## config.mk

```make
export PLATFORM = sky130hd
export DESIGN_NAME = wb_stage
export DESIGN_NICKNAME = d
export VERILOG_FILES = /design/src/rtl/wb_stage_pkg.sv /design/src/rtl/wb_stage_regfile_2r1w.sv /design/src/rtl/wb_stage.sv
export SDC_FILE = /design/constraint.sdc
export NUM_CORES = 2
export LEC_CHECK = 0
export BUFFER_PORTS_ARGS = -buffer_cell sky130_fd_sc_hd__buf_2
export CAP_MARGIN = 20
export CORE_ASPECT_RATIO = 1.5
export CORE_MARGIN = 3
export CORE_UTILIZATION = 30
export DETAILED_ROUTE_END_ITERATION = 8
export GPL_TIMING_DRIVEN = 0
export SKIP_LAST_GASP = 1
export SYNTH_ARGS = -nofsm -noshare
export SYNTH_HDL_FRONTEND = slang
export SYNTH_SLANG_ARGS = --single-unit
```

## constraint.sdc

```tcl
create_clock -name clk -period 12.23 [get_ports clk]
set_input_delay 0.6115 -clock clk [delete_from_list [all_inputs] [get_ports clk]]
set_output_delay 0.6115 -clock clk [all_outputs]
set_load 0.005 [all_outputs]
```

## src/rtl/wb_stage_pkg.sv

```systemverilog
// wb_stage_pkg: shared definitions for the MIPS-lite write-back stage.
//   - datapath / register-file / counter widths
//   - opcode encodings and the instruction-class enum
//   - wb_fwd_t: the WB forwarding bundle {valid, rd, data}
//   - op_class(): opcode -> retired-instruction class
// The hazard unit and the EX forwarding mux reuse these types.
package wb_stage_pkg;

  localparam int DATA       = 32;
  localparam int REG_COUNT  = 32;
  localparam int REG_ADDR_W = 5;
  localparam int CNT_W      = 32;

  typedef enum logic [5:0] {
    OP_ADD  = 6'h00,
    OP_ADDI = 6'h01,
    OP_SUB  = 6'h02,
    OP_SUBI = 6'h03,
    OP_MUL  = 6'h04,
    OP_MULI = 6'h05,
    OP_OR   = 6'h06,
    OP_ORI  = 6'h07,
    OP_AND  = 6'h08,
    OP_ANDI = 6'h09,
    OP_XOR  = 6'h0A,
    OP_XORI = 6'h0B,
    OP_LDW  = 6'h0C,
    OP_STW  = 6'h0D,
    OP_BZ   = 6'h0E,
    OP_BEQ  = 6'h0F,
    OP_JR   = 6'h10,
    OP_HALT = 6'h11
  } opcode_e;

  typedef enum logic [2:0] {
    CLS_ARITH,
    CLS_LOGIC,
    CLS_MEM,
    CLS_CTRL,
    CLS_NONE
  } op_class_e;

  typedef struct packed {
    logic                  valid;
    logic [REG_ADDR_W-1:0] rd;
    logic [DATA-1:0]       data;
  } wb_fwd_t;

  // Unknown opcodes map to CLS_NONE so they only reach the total counter.
  function automatic op_class_e op_class(input logic [5:0] op);
    op_class_e cls;
    case (op)
      OP_ADD, OP_ADDI, OP_SUB, OP_SUBI, OP_MUL, OP_MULI: cls = CLS_ARITH;
      OP_OR, OP_ORI, OP_AND, OP_ANDI, OP_XOR, OP_XORI:   cls = CLS_LOGIC;
      OP_LDW, OP_STW:                                    cls = CLS_MEM;
      OP_BZ, OP_BEQ, OP_JR, OP_HALT:                     cls = CLS_CTRL;
      default:                                           cls = CLS_NONE;
    endcase
    return cls;
  endfunction

endpackage

```

## src/rtl/wb_stage_regfile_2r1w.sv

```systemverilog
// regfile_2r1w: architectural register file, 2 combinational read ports,
// 1 synchronous write port. R0 is hardwired to zero.
//   clk, rst            clock, synchronous active-high reset (clears all regs)
//   we, waddr, wdata    write port (writes to R0 are dropped)
//   raddr_a/b, rdata_a/b read ports
// Optional macro WB_BYPASS_EN: a read of the register being written this
// cycle returns the write data (write-through) instead of the stored value.
module regfile_2r1w #(
  parameter int DATA       = 32,
  parameter int REG_COUNT  = 32,
  parameter int REG_ADDR_W = 5
) (
  input  logic                  clk,
  input  logic                  rst,
  input  logic                  we,
  input  logic [REG_ADDR_W-1:0] waddr,
  input  logic [DATA-1:0]       wdata,
  input  logic [REG_ADDR_W-1:0] raddr_a,
  input  logic [REG_ADDR_W-1:0] raddr_b,
  output logic [DATA-1:0]       rdata_a,
  output logic [DATA-1:0]       rdata_b
);

  logic [DATA-1:0] regs [REG_COUNT];

  // NOTE: the register file is architectural state that must read 0 after
  // reset, so it is cleared explicitly; this keeps it out of RAM macros.
  always_ff @(posedge clk) begin
    if (rst) begin
      for (int i = 0; i < REG_COUNT; i++) regs[i] <= '0;
    end else if (we && waddr != '0) begin
      regs[waddr] <= wdata;
    end
  end

  function automatic logic [DATA-1:0] read_port(input logic [REG_ADDR_W-1:0] addr);
    logic [DATA-1:0] val;
    val = '0;
    if (addr != '0) begin
`ifdef WB_BYPASS_EN
      if (we && addr == waddr) val = wdata;
      else                     val = regs[addr];
`else
      val = regs[addr];
`endif
    end
    return val;
  endfunction

  // NOTE: read ports are pure combinational functions of their inputs; each
  // output is assigned on every path so no latch is inferred.
  always_comb begin
    rdata_a = read_port(raddr_a);
    rdata_b = read_port(raddr_b);
  end

endmodule

```

## src/rtl/wb_stage.sv

```systemverilog
// wb_stage: write-back stage of the 5-stage MIPS-lite pipeline.
// Holds the MEM/WB latch, the register file, per-class retire counters and
// the RUN/HALTED FSM. A latched valid instruction writes back and retires on
// the posedge after it was captured; once HALT retires the stage freezes.
// Ports:
//   clk, rst                          clock, synchronous active-high reset
//   valid_i, opcode_i, rd_i,          instruction from the MEM stage
//   reg_write_i, mem_to_reg_i,
//   alu_result_i, mem_data_i
//   rs_addr_i/rt_addr_i -> rs_data_o/rt_data_o   decode read ports
//   fwd_valid_o, fwd_rd_o, fwd_data_o            WB->EX forwarding entry
//   halted_o                                     HALT has retired
//   cnt_arith_o, cnt_logic_o, cnt_mem_o,
//   cnt_ctrl_o, cnt_total_o                      saturating retire counters
// Optional macro WB_BYPASS_EN: read ports see the value being written back
// in the same cycle (implemented inside regfile_2r1w).
module wb_stage #(
  parameter int DATA       = wb_stage_pkg::DATA,
  parameter int REG_COUNT  = wb_stage_pkg::REG_COUNT,
  parameter int REG_ADDR_W = wb_stage_pkg::REG_ADDR_W,
  parameter int CNT_W      = wb_stage_pkg::CNT_W
) (
  input  logic                  clk,
  input  logic                  rst,
  input  logic                  valid_i,
  input  logic [5:0]            opcode_i,
  input  logic [REG_ADDR_W-1:0] rd_i,
  input  logic                  reg_write_i,
  input  logic                  mem_to_reg_i,
  input  logic [DATA-1:0]       alu_result_i,
  input  logic [DATA-1:0]       mem_data_i,
  input  logic [REG_ADDR_W-1:0] rs_addr_i,
  input  logic [REG_ADDR_W-1:0] rt_addr_i,
  output logic [DATA-1:0]       rs_data_o,
  output logic [DATA-1:0]       rt_data_o,
  output logic                  fwd_valid_o,
  output logic [REG_ADDR_W-1:0] fwd_rd_o,
  output logic [DATA-1:0]       fwd_data_o,
  output logic                  halted_o,
  output logic [CNT_W-1:0]      cnt_arith_o,
  output logic [CNT_W-1:0]      cnt_logic_o,
  output logic [CNT_W-1:0]      cnt_mem_o,
  output logic [CNT_W-1:0]      cnt_ctrl_o,
  output logic [CNT_W-1:0]      cnt_total_o
);

  import wb_stage_pkg::*;

  typedef enum logic {ST_RUN, ST_HALTED} state_e;

  state_e state_q, state_d;
  logic   run;

  // MEM/WB latch
  logic                  lat_valid;
  logic [5:0]            lat_opcode;
  logic [REG_ADDR_W-1:0] lat_rd;
  logic                  lat_reg_write;
  logic [DATA-1:0]       lat_wb_val;

  logic [DATA-1:0] wb_val;
  logic            retire;
  op_class_e       cls;
  wb_fwd_t         fwd;

  logic [CNT_W-1:0] cnt_arith_q, cnt_logic_q, cnt_mem_q, cnt_ctrl_q, cnt_total_q;

  assign wb_val = mem_to_reg_i ? mem_data_i : alu_result_i;

  // ---------------- FSM ----------------
  // NOTE: sequential state uses non-blocking (<=) so every flop samples the
  // pre-edge values; combinational blocks use blocking (=).
  always_ff @(posedge clk) begin
    if (rst) state_q <= ST_RUN;
    else     state_q <= state_d;
  end

  always_comb begin
    state_d  = state_q;
    run      = 1'b0;
    halted_o = 1'b0;
    case (state_q)
      ST_RUN: begin
        run = 1'b1;
        if (lat_valid && lat_opcode == OP_HALT) state_d = ST_HALTED;
      end
      ST_HALTED: halted_o = 1'b1;
      default:   state_d = ST_RUN;
    endcase
  end

  // ---------------- MEM/WB latch ----------------
  always_ff @(posedge clk) begin
    if (rst) begin
      lat_valid     <= 1'b0;
      lat_opcode    <= '0;
      lat_rd        <= '0;
      lat_reg_write <= 1'b0;
      lat_wb_val    <= '0;
    end else if (run) begin
      lat_valid     <= valid_i;
      lat_opcode    <= opcode_i;
      lat_rd        <= rd_i;
      lat_reg_write <= reg_write_i;
      lat_wb_val    <= wb_val;
    end
  end

  // The latched instruction retires (and writes back) on the next edge,
  // unless the stage is frozen.
  assign retire = run && lat_valid;
  assign cls    = op_class(lat_opcode);

  // ---------------- forwarding ----------------
  always_comb begin
    fwd.valid = retire && lat_reg_write && (lat_rd != '0);
    fwd.rd    = lat_rd;
    fwd.data  = lat_wb_val;
  end

  assign fwd_valid_o = fwd.valid;
  assign fwd_rd_o    = fwd.rd;
  assign fwd_data_o  = fwd.data;

  // ---------------- register file ----------------
  regfile_2r1w #(
    .DATA      (DATA),
    .REG_COUNT (REG_COUNT),
    .REG_ADDR_W(REG_ADDR_W)
  ) u_regfile (
    .clk    (clk),
    .rst    (rst),
    .we     (fwd.valid),
    .waddr  (fwd.rd),
    .wdata  (fwd.data),
    .raddr_a(rs_addr_i),
    .raddr_b(rt_addr_i),
    .rdata_a(rs_data_o),
    .rdata_b(rt_data_o)
  );

  // ---------------- retire counters (saturating) ----------------
  always_ff @(posedge clk) begin
    if (rst) begin
      cnt_arith_q <= '0;
      cnt_logic_q <= '0;
      cnt_mem_q   <= '0;
      cnt_ctrl_q  <= '0;
      cnt_total_q <= '0;
    end else if (retire) begin
      if (cnt_total_q != '1) cnt_total_q <= cnt_total_q + CNT_W'(1);
      case (cls)
        CLS_ARITH: if (cnt_arith_q != '1) cnt_arith_q <= cnt_arith_q + CNT_W'(1);
        CLS_LOGIC: if (cnt_logic_q != '1) cnt_logic_q <= cnt_logic_q + CNT_W'(1);
        CLS_MEM:   if (cnt_mem_q   != '1) cnt_mem_q   <= cnt_mem_q   + CNT_W'(1);
        CLS_CTRL:  if (cnt_ctrl_q  != '1) cnt_ctrl_q  <= cnt_ctrl_q  + CNT_W'(1);
        default: ;
      endcase
    end
  end

  assign cnt_arith_o = cnt_arith_q;
  assign cnt_logic_o = cnt_logic_q;
  assign cnt_mem_o   = cnt_mem_q;
  assign cnt_ctrl_o  = cnt_ctrl_q;
  assign cnt_total_o = cnt_total_q;

endmodule

```

After elaboration in Yosys (flattened, before gate mapping) --
Memories as Yosys holds them, arrays and structs flattened. A register that Yosys moved wholly into a read port is not among the register bits. Index checks and enable logic that the tools add are counted.
Operators by class: $add $sub $neg 5, mux-type cells 18, equal/unequal tests 9, reductions and logical operators 15
Operators with widths (number):
- 32-bit by 1-bit adder with 32-bit output (second input constant) | 5
- 32-bit inequality test (second input constant) | 5
- 32-bit 2-to-1 mux | 4
- 32-bit OR reduction | 1
- 5-bit 2-to-1 mux | 3
- 5-bit nonzero test | 3
- 3-bit AND reduction | 4
- 1-bit 2-to-1 mux | 10
- 3-bit by 2-bit == test with 1-bit output (second input constant) | 2
- 6-bit by 5-bit == test with 1-bit output (second input constant) | 1
- 1-bit logical AND | 5
- 3-bit by 1-bit == test with 1-bit output (second input constant) | 1
- 3-bit zero test | 1
- 3-bit 2-to-1 mux | 1
- 2-bit AND reduction | 1
Word-level totals: bits in read-only memories 96, output and inout port bits 263, memories kept 2, flip-flop bits (word level) 206, RAM bits 1024, word-level logic and storage cells 60
Memories:
- u_regfile.regs | words 32, width 32, read ports 2, clocked after Yosys merged registers in 0, wr ports 32, line wb_stage_regfile_2r1w.sv:24 | logic [DATA-1:0] regs [REG_COUNT];
- (no name shown) | words 32, width 3, read ports 1, clocked after Yosys merged registers in 1, wr ports 0, line wb_stage_pkg.sv:52 | case (op)

Depth between registers and ports, before layout --
depth in word-level cells 10, mapped depth 9, gate-level depth less buffers 6

Hierarchy --
From an unflattened synthesis, not the netlist that was laid out.
Second synthesis, totals: cell total of the unflattened synthesis 4772, area, all modules 64578.2 µm²
Modules (own cells, without submodules):
- regfile_2r1w | instances 1, area each 54248.3 µm², cells each 3502, seq. area each 30749.5 µm²
- wb_stage | instances 1, area each 10329.9 µm², cells each 1270, seq. area each 4184.0 µm²

Worst setup path before layout --
No wires, ideal clock.
path type input to register, from in rst, to mem u_regfile.regs[15][0] (enable), data arrival time 3.808 ns, library setup time 0.466 ns, path buffers 2, cell stages on the path 6, path slack 7.957 ns, cells stage by stage clkbuf_1 -> clkinv_1 -> and3_1 -> nand3_1 -> clkbuf_1 -> o21ai_0
RTL lines:
- start, declared | line wb_stage.sv:24 | input logic rst,
- end, declared | line wb_stage_regfile_2r1w.sv:24

Final worst setup path --
from in rt_addr_i[1], to out rt_data_o[20]
Between the ends: cells in the longest elaborated chain, start to end 2
Ends and longest elaborated chain:
- start, declared | line wb_stage.sv:33 | input logic [REG_ADDR_W-1:0] rt_addr_i,
- memory 32 x 32 bit / 5-bit nonzero test (equally long branches)
- 32-bit 2-to-1 mux (*) | line wb_stage_regfile_2r1w.sv:39 | if (addr != '0) begin
- end, declared | line wb_stage.sv:35 | output logic [DATA-1:0] rt_data_o,
Every way passes the cells marked *; elsewhere a longest branch is shown, timed or not.

==> flow_summary.toml <==
[floorplanning]
fp.dieH_um = 570
dieArea_um2 = 218000
core_um2 = 210000
initial_core_util = 0.302
ioPinCount = 353
die_x_um = 382
num_rows = 206

[detailed_routing]
drt-pass1-iter-count = 5
num_vias = 44200
wl_mm = 235
detail-route-antenna-nets = 0
post_drt_wl_per_cell_um = 28.9
drt-initial-drc-count = 4314
drc = 0
viasPerCell = 5.44

[sta]
slew_headroom = 0.192
layout_min_cycle_time_ps = 5560
slew_violations = 0
setup_ws_ps = 6670
finClkSkew_ps = 32.4
post-route-period-util = 0.455
rsz0062_at_grt = "no"
whs_ps = 93.8
finalSetupViolCount = 0
tightestPinTransition_ps = 1210
hold_viol_final = 0
tns_ps = 0
fmax_mhz = 180

[final_layout]
multiInputGateArea_um2 = 27300
drive_gt1_frac = 0.230
area_growth_pct = 18.1
layoutNonFillerInstCount = 8137
n_fill_cell = 20400
design_area_um2 = 75100
register_area_um2 = 34900
final_nets = 5314

[power]
leakagePower_nw = 26.5
powerDensity_nw_per_um2 = 132
peakVddDrop_v = 0.000128

[setup_path]
endpoint_kind = "output pin"
cp.arrival_ps = 4950
path_depth = 8
rr_startpoint = "fwd_rd_o[4]"
critical_path.slowest_cell = "clkbuf_1"
crit_buf_inv = 5
crit_path_frequent_cell = "clkbuf_1"
cpPeakStageDelay_ps = 860
rr_worst_depth = 9
cp_cell_sequence = "clkbuf_1 > clkbuf_1 > buf_1 > clkbuf_1 > mux4_2 > a22oi_1 > a31oi_1 > buf_2"
path_class = "in2out"
critPathLaunchType = "primary input"
startpoint = "rt_addr_i[1]"
cp_top_family = "buffers and inverters"
critPathMaxFanout = 10
cp.required_ps = 11620

[placement]
post_dp_cell_area_um2 = 70700
place_inst = 7896
dp_hpwl_mm = 187
place_congestion = 0.991
numPortBuffers = 344
dp_slack_ps = 6660

[clocking]
root_buffer = "clkbuf_16"
cts_sinks = 1233
cts_tree = "built"
post_cts_buffers = 0
clk_pin_slew_ps = 70
ctsResizeCount = 0
cts_hold_buf = 0
insertion_delay_ps = 760
cts-htree-levels = 3
cts_buffer_depth = 3
cts_buffers = 120

[logic_synthesis]
yosysTopAreaCell = "edfxtp_1"
ys_ff_latch = 1233
synth_cells = 4636
synth_edf_count = 1024
postSynth.asyncResetShare = 0
yosysMostFrequentCell = "edfxtp_1"
ys.flop_type = "edfxtp_1"
ys_top_cells_by_area = "edfxtp_1 (48%), mux4_2 (18%), and2_1 (9.8%)"
synth_cell_type_count = 56
syn_area_um2 = 63600
yosysSeqAreaShare = 0.549
syn_area_per_cell_um2 = 13.7
synthTopCellsByCount = "edfxtp_1 (1024), and2_1 (999), mux4_2 (512)"
synth-warning-count = 0
yosysTopAreaCellShare = 0.484

[global_route]
grt_start_max_net_pins = 24
grt_pass1_wl_mm = 330
antenna_found_initial = 15
grt.overflow.total = 0
grtUsageTotal = 0.211
grt_pass1_vias = 46100

[job]
cap_violations = 0

[min_path]
worstHoldStart = "reg_write_i"
hold_depth = 3
hp-class = "in2reg"

[run_status]
status = "finished clean"
final cells by class:
| class | instances | area share |
|---|---|---|
| clock buffers | 135 | 0.0412 |
| plain buffers | 457 | 0.0233 |
| clock inverters | 93 | 0.0153 |
| inverters | 21 | 0.00105 |
| diodes | 4 | 0.000133 |
| multi-input cells | 2956 | 0.364 |
| well taps | 2808 | 0.0468 |
| flip-flops and latches | 1233 | 0.465 |
| repair buffers | 430 | 0.0433 |
stage by stage:
stage	power (W)	utilization
after floorplan	0.00537	-
after global placement	0.00582	0.328
after detailed placement	0.00588	0.336
after CTS	0.00995	0.356
after global routing	0.0102	0.357
final	0.00990	0.357
cell families (layout without fill, tap and decap cells):
| family | count (synthesis) | in the layout | synth area share |
|---|---|---|---|
| AOI/OAI and AO/OA | 634 | 634 | 0.0654 |
| xor gates and xnor gates | 26 | 26 | 0.00358 |
| adders and majority gates | 5 | 5 | 0.000984 |
| buffers and inverters | 478 | 1136 | 0.0285 |
| DFF | 1233 | 1233 | 0.549 |
| muxes | 645 | 645 | 0.203 |
| other | 1 | 36 | 0.0000590 |
| and+or+nand+nor | 1614 | 1614 | 0.149 |
power breakdown:
group | internal, W | total [W] | switching, W | leakage, nW
registers | 0.00467 | 0.00476 | 0.0000996 | 12.3
clock network | 0.00234 | 0.00410 | 0.00177 | 2.07
logic | 0.000407 | 0.00103 | 0.000626 | 12.1
registers in the layout (all words and copies together) (netlist names), named ones only:
signal	count
u_regfile.regs	1024
cnt_arith_o	32
cnt_ctrl_o	32
cnt_logic_o	32
cnt_mem_o	32
cnt_total_o	32
fwd_data_o	32
lat_opcode	6
fwd_rd_o	5
lat_reg_write	1
lat_valid	1
state_q	1
final timing paths:
check | to | slack, ps
worst max-delay path | rt_data_o[20] | 6670
worst min-delay path | lat_reg_write | 90
worst max register to register | u_regfile.regs[4][21] | 7590
worst min register to register | cnt_total_o[19] | 500
per-layer routing:
metal / track usage / vias up / part of all wire
li1: - / 19100 / -
met2: 0.389 / 2009 / 0.52
met3: 0.0408 / 555 / 0.071
met1: 0.222 / 22600 / 0.34
met4: 0.126 / 6 / 0.067
met5: 0 / - / 0.00017
worst register-to-register path, delay by kind of cell, from the launching register on:
kind,cells,cell delay (ps)
buffers and inverters,5,2380
DFF,1,400
and+or+nand+nor,4,1700
cells in the final DEF, fill, tap and decap left out, types with 36 or more instances in the layout:
cell type / n
a211o_1: 64
a21oi_1: 134
a22oi_1: 128
a31oi_1: 66
and2_1: 999
buf_1: 51
buf_2: 360
buf_8: 36
clkbuf_1: 396
clkbuf_16: 121
dfxtp_1: 209
edfxtp_1: 1024
mux2i_1: 114
mux4_2: 512
nand2_1: 79
nand3_1: 50
nand4_1: 49
nor2_1: 190
o21ai_0: 58
o22ai_1: 64
o31ai_1: 51
or3_1: 61
or4_1: 50
No activity file was read; power rests on OpenSTA's default activity.
